--- src/rtl/multiff_pkg.sv ---
// ---------------------------------------------------------------------------
// multiff_pkg
//   Shared definitions for the per-channel byte register bank and its
//   read-side scanner.  Both ends import the same channel geometry so that a
//   channel index produced by the scanner selects the same register the write
//   side would address with that index.
//
//   Contents:
//     DEF_BUSWIDTH    bits per channel byte
//     DEF_CHANNELS    number of channels in the bank
//     DEF_CHANNELBITS width of a channel index
//     state_t         scanner state encoding (ST_IDLE, ST_SEND)
// ---------------------------------------------------------------------------
package multiff_pkg;

  localparam int DEF_BUSWIDTH    = 8;
  localparam int DEF_CHANNELS    = 4;
  localparam int DEF_CHANNELBITS = 2;

  // One state bit is enough: the scanner either waits for a start request or
  // is offering the bytes of a captured snapshot.
  typedef enum logic {
    ST_IDLE = 1'b0,
    ST_SEND = 1'b1
  } state_t;

endpackage : multiff_pkg

--- src/rtl/multiff_scanner.sv ---
// ---------------------------------------------------------------------------
// multiff_scanner
//   Snapshots a CHANNELS*BUSWIDTH parallel bus on a start request and emits
//   it one channel at a time as (byte, channel index) over a valid/ready link,
//   lowest channel first.  Intended to sit between the wide register outputs
//   of the byte bank and a narrow byte-serial consumer.
//
//   Ports:
//     clk       in   1                   system clock, rising edge
//     reset     in   1                   asynchronous, active-high reset
//     inlines   in   CHANNELS*BUSWIDTH   parallel source, channel i at
//                                         [(i+1)*BUSWIDTH-1 : i*BUSWIDTH]
//     start     in   1                   request one full scan (idle only)
//     outlines  out  BUSWIDTH            byte of the channel being offered
//     channel   out  CHANNELBITS         index of the channel being offered
//     valid     out  1                   a byte is offered to the consumer
//     ready     in   1                   consumer accepts when valid && ready
//     busy      out  1                   scan in progress
//     done      out  1                   one-cycle pulse after the last byte
// ---------------------------------------------------------------------------
module multiff_scanner
  import multiff_pkg::*;
#(
  parameter int BUSWIDTH    = DEF_BUSWIDTH,
  parameter int CHANNELS    = DEF_CHANNELS,
  parameter int CHANNELBITS = DEF_CHANNELBITS
) (
  input  logic                         clk,
  input  logic                         reset,
  input  logic [CHANNELS*BUSWIDTH-1:0] inlines,
  input  logic                         start,
  output logic [BUSWIDTH-1:0]          outlines,
  output logic [CHANNELBITS-1:0]       channel,
  output logic                         valid,
  input  logic                         ready,
  output logic                         busy,
  output logic                         done
);

  // The scan ends at the last real channel, not at the top of the index
  // range, so non-power-of-two channel counts never emit a phantom index.
  localparam logic [CHANNELBITS-1:0] LAST_IDX = CHANNELBITS'(CHANNELS - 1);

  state_t                       r_state;
  logic [CHANNELBITS-1:0]       r_idx;
  logic [CHANNELS*BUSWIDTH-1:0] r_snapshot;
  logic [BUSWIDTH-1:0]          r_outlines;
  logic                         r_valid;
  logic                         r_busy;
  logic                         r_done;

  logic [CHANNELBITS-1:0]       w_nextIdx;
  logic [BUSWIDTH-1:0]          w_nextByte;
  logic                         w_transfer;
  logic                         w_lastByte;

  assign w_transfer = r_valid && ready;
  assign w_lastByte = (r_idx == LAST_IDX);
  assign w_nextIdx  = r_idx + CHANNELBITS'(1);

  // Byte of the channel that follows the one currently offered.  Only
  // indices below CHANNELS can match, so out-of-range indices read as zero
  // and the snapshot is never sliced past its top.
  always_comb begin
    w_nextByte = '0;
    for (int i = 0; i < CHANNELS; i++) begin
      if (w_nextIdx == CHANNELBITS'(i)) begin
        w_nextByte = r_snapshot[i*BUSWIDTH +: BUSWIDTH];
      end
    end
  end

  // Scan controller.  The offered byte and index live in flops that only
  // change on a transfer, which keeps data stable while the consumer stalls.
  // A start request is only looked at in idle, so the done cycle (already
  // idle) can launch the next scan back to back with the new capture.
  always_ff @(posedge clk or posedge reset) begin
    if (reset) begin
      r_state    <= ST_IDLE;
      r_idx      <= '0;
      r_snapshot <= '0;
      r_outlines <= '0;
      r_valid    <= 1'b0;
      r_busy     <= 1'b0;
      r_done     <= 1'b0;
    end else begin
      r_done <= 1'b0;
      case (r_state)
        ST_IDLE: begin
          if (start) begin
            r_snapshot <= inlines;
            r_idx      <= '0;
            r_outlines <= inlines[BUSWIDTH-1:0];
            r_valid    <= 1'b1;
            r_busy     <= 1'b1;
            r_state    <= ST_SEND;
          end
        end
        ST_SEND: begin
          if (w_transfer) begin
            if (w_lastByte) begin
              r_idx   <= '0;
              r_valid <= 1'b0;
              r_busy  <= 1'b0;
              r_done  <= 1'b1;
              r_state <= ST_IDLE;
            end else begin
              r_idx      <= w_nextIdx;
              r_outlines <= w_nextByte;
            end
          end
        end
        default: begin
          r_state <= ST_IDLE;
          r_valid <= 1'b0;
          r_busy  <= 1'b0;
        end
      endcase
    end
  end

  assign outlines = r_outlines;
  assign channel  = r_idx;
  assign valid    = r_valid;
  assign busy     = r_busy;
  assign done     = r_done;

endmodule : multiff_scanner

--- config.mk ---
export PLATFORM = sky130hd
export DESIGN_NAME = multiff_scanner
export DESIGN_NICKNAME = d
export VERILOG_FILES = /design/src/rtl/multiff_pkg.sv /design/src/rtl/multiff_scanner.sv
export SDC_FILE = /design/constraint.sdc
export NUM_CORES = 1
export LEC_CHECK = 0
export ABC_AREA = 1
export BUFFER_PORTS_ARGS = -buffer_cell sky130_fd_sc_hd__clkbuf_2
export CAP_MARGIN = 20
export CORE_ASPECT_RATIO = 0.9
export CORE_MARGIN = 3
export CORE_UTILIZATION = 33
export CTS_CLUSTER_SIZE = 24
export DETAILED_ROUTE_END_ITERATION = 8
export SLEW_MARGIN = 25
export SYNTH_ARGS = -nofsm -noshare
export SYNTH_HDL_FRONTEND = slang
export SYNTH_SLANG_ARGS = --single-unit
--- constraint.sdc ---
create_clock -name clk -period 1.56 [get_ports clk]
set_clock_uncertainty 0.2 [all_clocks]
set_input_delay 0.078 -clock clk [delete_from_list [all_inputs] [get_ports clk]]
set_output_delay 0.078 -clock clk [all_outputs]
set_load 0.05 [all_outputs]
==> out/metrics.yaml <==
run:
  maxCapViolations: 0
worst_setup_path:
  crit_path_max_incr_delay_ps: 480
  cp-start-kind: "register"
  timing.critical_path.arrival_ps: 1590
  r2r_cells: 7
  path_cells: "buf_4, ha_4, inv_2, nand2_1, nand2_1, nand2_1, a21oi_2"
  regToRegSetupSlack_ps: 1
  rr_endpoint: "outlines[0]$_DFFE_PP0P_"
  crit_slowest_cell: "dfrtp_2"
  worst_ep_required_time_ps: 1590
  crit_type: "register to register"
  r2r_start: "channel[0]$_DFFE_PP0P_"
  endpoint_kind: "register"
  path_max_fanout: 9
  crit_top_cell: "nand2_1"
floorplanning:
  core-area_sq_um: 6660
  die_h_microns: 85.1
  io_pins: 49
  die_w_microns: 93.9
  initial_core_util: 0.344
  die-area_sq_um: 7980
  rows: 28
drt:
  drc_errors: 0
  vias: 2023
  wirelength_microns: 5750
  dr.pass1.iters: 4
  drt-initial-drc-count: 114
  routedWlPerCell_microns: 12.6
  via_per_inst: 4.44
  antenna_left: 0
synth:
  netlist.top_cell.by_area: "dfrtp_1"
  synth_area_leaders: "dfrtp_1, nand2_1, nor2_1"
  ys_async_sr_fraction: 1.00
  synth-seq-area-share: 0.491
  synth_top_area_frac: 0.491
  ys.flop_type: "dfrtp_1"
  synth-simple-area-share: 0.271
  syn_area_per_cell_sq_um: 8.28
  yosysMostFrequentCell: "nand2_1"
  synth_common_cells: "nand2_1, dfrtp_1, nor2_1"
  synth-warning-count: 0
  synth-edff-count: 0
  synth_adder_area_share: 0.0218
  ys_types: 20
  synth_compound_area_frac: 0.118
  netlist_instances: 277
  ys_ff_latch: 45
  synth_mux_area_frac: 0
  synth_area_sq_um: 2290
  synthXorXnorAreaFrac: 0
  syn_nets: 317
  synth_top_family_by_area: "simple AND/OR/NAND/NOR gates"
placement:
  io_buffer_count: 48
  place_area_sq_um: 2650
  pre_cts_ws_ps: -85.5
  place_inst: 408
  hpwl_microns: 4030
  place_congestion: 0.783
layout:
  nNetsFinal: 405
  area_growth_pct: 39.7
  layout.cells.non_filler: 456
  diodes: 0
  finish.instance_area_sq_um: 3200
  layout-drive-gt1-share: 0.290
  fin_util: 0.481
  n_fill_cell: 668
cts:
  path_clk_slew_ps: 90
  cts_max_path_buffers: 2
  cts_tree: "yes"
  cts_buffers: 5
  cts-root-buf: "clkbuf_8"
  clkSinkCount: 45
  clkLatencyLatePin_ps: 300
  h-tree-depth: 2
sta:
  fmax_mhz: 641
  period_needed_ps: 1560
  layout_setup_ws_ps: 1.14
  tightest_slew_ps: 317
  slew_viol_final: 0
  setup-violations-final: 0
  rsz0062_at_grt: "true"
  slew_headroom: 0.788
  finalHoldViolations: 0
  holdWs_ps: 137
  period_share: 0.999
power_and_ir_drop:
  power.leakage_nw: 1.64
  p_int_mw: 3.40
  pwr-share-comb: 0.507
  switching_share: 0.452
  p_sw_mw: 2.81
  vdd_ir_drop_max_v: 0.000802
  p_seq_frac: 0.345
  p_per_area_nw_per_um2: 1940
  p_clk_frac: 0.148
global_route:
  grt_pass1_vias: 1974
  groute.usage.overall: 0.155
  grt-ovfl-total: 0
  antenna_found_initial: 0
  grt_pass1_wl_microns: 9610
  grt_max_degree: 46
min_path:
  hold_class: "input pin to async pin"
run_status:
  status: "completed"
-- cells by family (layout without fill, tap and decap cells) --
kind of cell	after synthesis	after routing
buffers and inverters	40	128
AND/OR/NAND/NOR	145	146
adder cells (fa/ha/maj)	4	4
flip-flops	45	45
AO/OA/AOI/OAI	43	43
-- worst max-delay path by stage --
stage | startpoint | end | slack [ps] | depth (start not counted)
finish | channel[0]$_DFFE_PP0P_ | outlines[0]$_DFFE_PP0P_ | 1 | 7
detailed placement | channel[0]$_DFFE_PP0P_ | outlines[0]$_DFFE_PP0P_ | -90 | 9
floorplan | channel[0]$_DFFE_PP0P_ | outlines[0]$_DFFE_PP0P_ | -80 | 8
global route | channel[0]$_DFFE_PP0P_ | outlines[0]$_DFFE_PP0P_ | -100 | 9
global placement | channel[0]$_DFFE_PP0P_ | outlines[7]$_DFFE_PP0P_ | -90 | 9
CTS | channel[0]$_DFFE_PP0P_ | outlines[0]$_DFFE_PP0P_ | -2 | 9
-- per-layer routing --
metal	wire length, microns	track usage
met5	0	0
met4	44	0.0367
met2	2540	0.242
met3	260	0.0328
met1	2900	0.220
-- flip-flops by register name (all words and copies together) (netlist names) --
name / cells
r_state: 1
busy: 1
outlines: 8
r_snapshot: 32
channel: 2
done: 1
-- worst max-delay path, delay by kind of cell (launching register included) --
family | cells | cell delay [ps]
buffers and inverters | 2 | 300
and+or+nand+nor | 3 | 220
AOI/OAI and AO/OA | 1 | 110
DFF | 1 | 480
adders and majority gates | 1 | 200
-- cells in the final DEF, fill, tap and decap left out, drive strengths merged --
cell type,Yosys,routed
nor2,29,30
ha,4,4
inv,26,25
clkinv,1,2
o21ai,18,18
nand3,11,11
bufinv,0,1
nand2,105,105
a21oi,25,25
dlygate4sd3,0,35
dfrtp,45,45
clkbuf,1,55
buf,12,10
-- per-stage QoR --
step,power [mW],setup TNS [ps]
after floorplan,4.37,-661
after global placement,5.02,-454
after detailed placement,5.05,-465
after CTS,6.14,-1.69
after global routing,6.72,-589
final,6.21,0
-- power by group through the flow --
stage	Sequential (mW)	Clock, mW	Combinational [mW]
floorplan	2.56	0	1.82
CTS	2.14	0.938	3.06
global placement	2.14	0	2.88
finish	2.14	0.920	3.14
global route	2.21	1.00	3.51
detailed placement	2.15	0	2.90
-- layout make-up --
| class | instances | area (sq um) | area share |
|---|---|---|---|
| Sequential cell | 45 | 1130 | 0.352 |
| Multi-Input combinational cell | 193 | 1020 | 0.318 |
| Timing Repair Buffer | 93 | 703 | 0.220 |
| Inverter | 27 | 124 | 0.0387 |
| Clock buffer | 7 | 86.3 | 0.0270 |
| Clock inverter | 1 | 30.0 | 0.00938 |
| Tap cell | 90 | 113 | 0.0352 |
-- timing repair --
item | 4_1_cts | 5_1_grt
pin swaps | 2 | 0
resized for setup | 4 | 6
endpoints found under the setup margin | 8 | 9
buffers inserted | 3 | 1
gates cloned | 0 | 1
hold buffers | 35 | 0
hold endpoints to repair | 82 | 0
(Power assumes the default switching activity.)
